## config.mk

```make
export PLATFORM = sky130hd
export DESIGN_NAME = i2c_sda_tx_driver_flat
export DESIGN_NICKNAME = d
export VERILOG_FILES = /design/src/rtl/i2c_sda_tx_driver_if.sv /design/src/rtl/i2c_sda_tx_driver.sv /design/src/flat_wrapper.sv
export SDC_FILE = /design/constraint.sdc
export NUM_CORES = 1
export LEC_CHECK = 0
export CAP_MARGIN = 20
export CORE_UTILIZATION = 40
export DETAILED_ROUTE_END_ITERATION = 10
export SLEW_MARGIN = 30
export SYNTH_ARGS = -nofsm -noshare
export SYNTH_HDL_FRONTEND = slang
export SYNTH_SLANG_ARGS = --single-unit
```

## constraint.sdc

```tcl
create_clock -name clk -period 5 [get_ports clk]
set_clock_uncertainty 0.1 [all_clocks]
set_input_delay 0.75 -clock clk [delete_from_list [all_inputs] [get_ports clk]]
set_output_delay 0.75 -clock clk [all_outputs]
set_load 0.1 [all_outputs]
```

## src/rtl/i2c_sda_tx_driver_if.sv

```systemverilog
// Bus between the slave controller FSM and the SDA TX driver.
// sda_oe exists only when I2C_SDA_OE_EN is defined.
interface i2c_sda_tx_driver_if #(
  parameter int unsigned DATA_WIDTH = 8,
  parameter int unsigned FIFO_DEPTH = 4
);
  localparam int unsigned CntW = $clog2(FIFO_DEPTH + 1);

  logic [1:0]            sda_mode;
  logic [DATA_WIDTH-1:0] tx_data;
  logic                  tx_push;
  logic                  load;
  logic                  shift_strobe;
  logic                  sda_out;
  logic                  tx_full;
  logic                  tx_empty;
  logic [CntW-1:0]       tx_count;
  logic                  byte_done;
  logic                  underflow;
  logic                  overflow;
`ifdef I2C_SDA_OE_EN
  logic                  sda_oe;
`endif

  modport master (
    output sda_mode, tx_data, tx_push, load, shift_strobe,
`ifdef I2C_SDA_OE_EN
    input  sda_oe,
`endif
    input  sda_out, tx_full, tx_empty, tx_count, byte_done, underflow, overflow
  );

  modport slave (
    input  sda_mode, tx_data, tx_push, load, shift_strobe,
`ifdef I2C_SDA_OE_EN
    output sda_oe,
`endif
    output sda_out, tx_full, tx_empty, tx_count, byte_done, underflow, overflow
  );
endinterface

```

## src/rtl/i2c_sda_tx_driver.sv

```systemverilog
// I2C slave SDA transmit driver: TX FIFO, MSB-first shift register, registered SDA.
// Define I2C_SDA_OE_EN to add the registered open-drain enable sda_oe.
module i2c_sda_tx_driver #(
  parameter int unsigned DATA_WIDTH = 8,
  parameter int unsigned FIFO_DEPTH = 4
) (
  input logic                clk,
  input logic                rst,
  i2c_sda_tx_driver_if.slave bus
);
  localparam int unsigned CntW = $clog2(FIFO_DEPTH + 1);
  localparam int unsigned PtrW = $clog2(FIFO_DEPTH);
  localparam int unsigned BitW = $clog2(DATA_WIDTH);
  localparam logic [CntW-1:0] FullCnt = CntW'(FIFO_DEPTH);
  localparam logic [BitW-1:0] LastBit = BitW'(DATA_WIDTH - 1);
  localparam logic [1:0]      ModeAck = 2'd1;
  localparam logic [1:0]      ModeTx  = 2'd3;

  logic [DATA_WIDTH-1:0] mem_q [FIFO_DEPTH];
  logic [PtrW-1:0]       rd_ptr_q, rd_ptr_d, wr_ptr_q, wr_ptr_d;
  logic [CntW-1:0]       count_q, count_d;
  logic [DATA_WIDTH-1:0] shreg_q, shreg_d;
  logic [BitW-1:0]       bit_cnt_q, bit_cnt_d;
  logic                  full_q, empty_q;
  logic                  byte_done_q, byte_done_d;
  logic                  underflow_q, underflow_d;
  logic                  overflow_q, overflow_d;
  logic                  sda_out_q, sda_out_d;
  logic                  is_empty, is_full, pop, wr_en;

  // FIFO bookkeeping; a push into a full FIFO is accepted when a pop frees the slot.
  always_comb begin
    is_empty    = (count_q == '0);
    is_full     = (count_q == FullCnt);
    pop         = bus.load & ~is_empty;
    wr_en       = bus.tx_push & (~is_full | pop);
    underflow_d = bus.load & is_empty;
    overflow_d  = bus.tx_push & ~wr_en;
    rd_ptr_d    = pop   ? rd_ptr_q + 1'b1 : rd_ptr_q;
    wr_ptr_d    = wr_en ? wr_ptr_q + 1'b1 : wr_ptr_q;
    count_d     = count_q;
    unique case ({wr_en, pop})
      2'b10:   count_d = count_q + 1'b1;
      2'b01:   count_d = count_q - 1'b1;
      default: count_d = count_q;
    endcase
  end

  // Shift register and bit counter; load has priority over the strobe.
  always_comb begin
    shreg_d     = shreg_q;
    bit_cnt_d   = bit_cnt_q;
    byte_done_d = 1'b0;
    if (bus.load) begin
      shreg_d   = is_empty ? '1 : mem_q[rd_ptr_q];
      bit_cnt_d = '0;
    end else if (bus.shift_strobe && (bus.sda_mode == ModeTx)) begin
      shreg_d = {shreg_q[DATA_WIDTH-2:0], 1'b1};
      if (bit_cnt_q == LastBit) begin
        bit_cnt_d   = '0;
        byte_done_d = 1'b1;
      end else begin
        bit_cnt_d = bit_cnt_q + 1'b1;
      end
    end
  end

  always_comb begin
    unique case (bus.sda_mode)
      ModeTx:  sda_out_d = shreg_d[DATA_WIDTH-1];
      ModeAck: sda_out_d = 1'b0;
      default: sda_out_d = 1'b1;
    endcase
  end

  // Storage is not reset: the pointers and count define what is valid.
  always_ff @(posedge clk) begin
    if (wr_en) mem_q[wr_ptr_q] <= bus.tx_data;
  end

  always_ff @(posedge clk) begin
    if (rst) begin
      rd_ptr_q    <= '0;
      wr_ptr_q    <= '0;
      count_q     <= '0;
      full_q      <= 1'b0;
      empty_q     <= 1'b1;
      shreg_q     <= '1;
      bit_cnt_q   <= '0;
      byte_done_q <= 1'b0;
      underflow_q <= 1'b0;
      overflow_q  <= 1'b0;
      sda_out_q   <= 1'b1;
    end else begin
      rd_ptr_q    <= rd_ptr_d;
      wr_ptr_q    <= wr_ptr_d;
      count_q     <= count_d;
      full_q      <= (count_d == FullCnt);
      empty_q     <= (count_d == '0);
      shreg_q     <= shreg_d;
      bit_cnt_q   <= bit_cnt_d;
      byte_done_q <= byte_done_d;
      underflow_q <= underflow_d;
      overflow_q  <= overflow_d;
      sda_out_q   <= sda_out_d;
    end
  end

`ifdef I2C_SDA_OE_EN
  logic sda_oe_q;

  always_ff @(posedge clk) begin
    if (rst) sda_oe_q <= 1'b0;
    else     sda_oe_q <= ~sda_out_d;
  end

  assign bus.sda_oe = sda_oe_q;
`endif

  assign bus.sda_out   = sda_out_q;
  assign bus.tx_full   = full_q;
  assign bus.tx_empty  = empty_q;
  assign bus.tx_count  = count_q;
  assign bus.byte_done = byte_done_q;
  assign bus.underflow = underflow_q;
  assign bus.overflow  = overflow_q;
endmodule

```

## src/flat_wrapper.sv

```systemverilog
// flat-port wrapper written by rule: the top's interface ports become plain ports
module i2c_sda_tx_driver_flat 
#(
  parameter int unsigned DATA_WIDTH = 8,
  parameter int unsigned FIFO_DEPTH = 4
)
  (clk, rst, bus_sda_mode, bus_tx_data, bus_tx_push, bus_load, bus_shift_strobe, bus_sda_out, bus_tx_full, bus_tx_empty, bus_tx_count, bus_byte_done, bus_underflow, bus_overflow);
  i2c_sda_tx_driver_if #(.DATA_WIDTH(DATA_WIDTH), .FIFO_DEPTH(FIFO_DEPTH)) bus_i ();
  input logic clk;
  input logic rst;
  input wire logic [$bits(bus_i.sda_mode)-1:0] bus_sda_mode;
  input wire logic [$bits(bus_i.tx_data)-1:0] bus_tx_data;
  input wire logic [$bits(bus_i.tx_push)-1:0] bus_tx_push;
  input wire logic [$bits(bus_i.load)-1:0] bus_load;
  input wire logic [$bits(bus_i.shift_strobe)-1:0] bus_shift_strobe;
  output wire logic [$bits(bus_i.sda_out)-1:0] bus_sda_out;
  output wire logic [$bits(bus_i.tx_full)-1:0] bus_tx_full;
  output wire logic [$bits(bus_i.tx_empty)-1:0] bus_tx_empty;
  output wire logic [$bits(bus_i.tx_count)-1:0] bus_tx_count;
  output wire logic [$bits(bus_i.byte_done)-1:0] bus_byte_done;
  output wire logic [$bits(bus_i.underflow)-1:0] bus_underflow;
  output wire logic [$bits(bus_i.overflow)-1:0] bus_overflow;
  assign bus_i.sda_mode = bus_sda_mode;
  assign bus_i.tx_data = bus_tx_data;
  assign bus_i.tx_push = bus_tx_push;
  assign bus_i.load = bus_load;
  assign bus_i.shift_strobe = bus_shift_strobe;
  assign bus_sda_out = bus_i.sda_out;
  assign bus_tx_full = bus_i.tx_full;
  assign bus_tx_empty = bus_i.tx_empty;
  assign bus_tx_count = bus_i.tx_count;
  assign bus_byte_done = bus_i.byte_done;
  assign bus_underflow = bus_i.underflow;
  assign bus_overflow = bus_i.overflow;
  i2c_sda_tx_driver #(.DATA_WIDTH(DATA_WIDTH), .FIFO_DEPTH(FIFO_DEPTH)) u_core (.clk(clk), .rst(rst), .bus(bus_i));
endmodule
```

==> run summary <==
### Status
• result of the run: complete, no violations

### Critical path
• max incr delay on CP: 0.51 ns
• timing startpoint of the critical path: bus_load
• sum of buffers and inverters on the critical path: 3
• data arrival at the endpoint of the critical path: 3.25 ns
• Slowest-stage cell, CP: fa_1
• CP Data Required Time: 5.15 ns
• FF-to-FF setup slack: 2.09 ns
• crit path capture type: flop
• Crit path max-delay family: simple AND/OR/NAND/NOR gates
• ordered cell list for the critical path: clkdlybuf4s50_1, buf_4, o21ai_2, or2_2, fa_1, inv_1, or3_1, a31oi_1, nor3b_2
• kind of critical path: in2reg
• r2r startpoint: u_core.bus.tx_count[0]
• Crit Path Max Fanout: 27
• kind of start point of the critical path: primary input

### Timing
• worst slew slack as a fraction of its limit: 35.6%
• number of failing hold endpoints at the final stage: 0
• worst hold slack: 0.370 ns
• fmax: 323 MHz
• unrepaired setup endpoints after global routing: no
• final slew viol count: 0
• Final setup violation count: 0
• Final period util: 61.9%
• final critical-path setup slack: 1.91 ns
• final-layout setup total negative slack: 0 ns
• crit path time final: 3.09 ns
• measured slew at the worst slew-check pin: 0.963 ns

### Placement
• worst setup slack before clock tree synthesis: 1.61 ns
• RePlAce Congestion: 0.744
• hpwl dp: 2590 um
• Placement Cell Area: 2720 sq um
• post-placement cell count: 276
• number of input and output port buffers inserted: 23

### Logic synthesis
• portion of the post-synthesis area used by sequential elements: 60.4%
• top_reg_cell synth: edfxtp_1
• Synth Register Bits: 58
• warnings from Yosys: 0
• number of nets in the synthesized netlist: 211
• Yosys top cell area share: 39.2%
• most area-hungry cell type in the Yosys netlist: edfxtp_1
• synth top area cells: edfxtp_1 39%, dfxtp_1 21%, mux4_2 4.6%, mux4_1 3.2%, ha_1 3.1%
• Async SR Flop Fraction: 0%
• Post-Syn Area: 2450 sq um
• Avg Cell Area, Syn: 13.0 sq um
• gate count of the mapped netlist: 189
• number of unique standard cell types used by synthesis: 45
• count of flip-flops with a built-in enable after synthesis: 32

### Clock network
• buffer levels on the longest clock path: 2
• source-to-sink clock delay at the later pin of the worst-skew pair: 0.33 ns
• count of H-tree levels built during CTS: 3
• post-CTS setup buffer count: 0
• CTS buffer count: 9
• clock tree from TritonCTS: yes
• Root Buffer Master: clkbuf_8
• # clock sinks: 58
• Hold Buf Count CTS: 0
• post-cts repair resize count: 0
• clock-pin slew on the worst setup and hold paths: 0.07 ns

### Detailed routing
• top layer in use: met4
• routed via count divided by cell count: 5.15
• ANT nets after route: 0
• detailed-routed wire length on met2: 1860 um
• DRC violation total after the first TritonRoute iteration: 92
• DRC violation count after routing: 0
• drt pass-1 iters: 4
• wire length on met1: 1920 um
• total wirelength of the detailed-routed design: 4040 um
• vias after detailed routing: 1505
• Wirelength per Cell: 13.8 um
• detailed route wirelength on metal3: 193 um

### Cells and area
• summed area of non-filler cells in the final layout: 2960 sq um
• most frequent standard cell in the layout excluding fill and tap cells: edfxtp_1
• final standard cell count with taps included and fillers excluded: 292
• NumNets Final: 234
• post-synthesis to final-layout area growth: 20.6%
• share of post-route cells with drive strength above 1: 12.4%
• count of antenna diodes in the layout: 0
• utilization after layout: 49.9%
• most frequent cells in the layout: 32 x edfxtp_1, 26 x dfxtp_1, 23 x clkdlybuf4s50_1

### Floorplan
• die area: 6440 sq um
• Die Y-Extent: 80.3 um
• IO Pins: 24
• effective utilization at floorplan: 41.4%
• Placement Rows: 28
• core outline area: 5920 sq um
• chip width: 80.3 um

### Worst hold path
• hold path startpoint: u_core.shreg_q[5]
• Hold Path Class: reg2reg

### Run
• max-capacitance violation count: 0

### Global routing
• global-route wire length before repair: 6610 um
• antenna violations before repair: 0
• GRT Resource Usage Total: 14.5%
• overall overflow remaining after global route: 0
• largest net degree at the start of global routing: 28
• vias in the first global route: 1376

### Power and ir drop
• total power: 1.26 mW
• maximum vdd ir drop: 0.275 mV
• areal power density over the cells: 427 nW/um^2
• Lkg Pwr: 1.05 nW

-- power by group --
group,switching (mW),leakage (nW),total [mW],internal [mW]
Clock,0.179,0.113,0.509,0.330
Sequential,0.0261,0.507,0.563,0.537
Combinational,0.115,0.432,0.189,0.0744
Total,0.320,1.05,1.26,0.941
-- tightest hold or removal path: cells and delay by family (launching register included) --
family | cells | cell delay, ns
flops | 1 | 0.31
simple gates | 1 | 0.05
compound gates | 1 | 0.07
-- path summary, 6_finish.rpt --
kind / cells past startpoint / endpoint
min reg2reg: 2 / u_core.shreg_q[6]
max reg2reg: 8 / u_core.bus.tx_full
min: 2 / u_core.shreg_q[6]
max: 9 / u_core.bus.tx_full
-- Yosys cell counts (4+ instances only) --
library cell / instances
inv_1: 6
nor3_1: 4
mux4_2: 5
buf_2: 6
a31oi_1: 7
nand3_1: 4
ha_1: 6
and3_1: 4
nand2_1: 15
dfxtp_1: 26
clkbuf_1: 4
nor2_1: 16
and2_1: 4
edfxtp_1: 32
-- flip-flops by register name (all words and copies together) (netlist names), 2 cells and up, named ones only --
register,flops
u_core.bus.tx_count,3
u_core.mem_q,32
u_core.rd_ptr_q,2
u_core.wr_ptr_q,2
u_core.shreg_q,8
u_core.bit_cnt_q,3
-- cells by family after synthesis --
logic type	after synthesis	synth area share, %
flip-flops	58	60.4
AND/OR/NAND/NOR	61	12.7
multiplexers	10	8.63
AO/OA/AOI/OAI	32	9.60
buffers and inverters	18	3.68
XOR/XNOR	3	1.07
adder cells (fa/ha/maj)	7	3.88
-- per-layer routing --
layer | up-vias | track usage, %
li1 | 750 | -
met3 | 7 | 5.91
met1 | 711 | 18.0
met5 | - | 0
met4 | 0 | 8.04
met2 | 37 | 21.4
-- final cells by class --
class,count,area [sq um]
repair buffers,24,238
inverters,6,22.5
flip-flops and latches,58,1480
well taps,75,93.8
multi-input cells,113,880
fillers,535,2960
clock buffers,9,124
clock inverters,7,118
(Power assumes the default switching activity.)
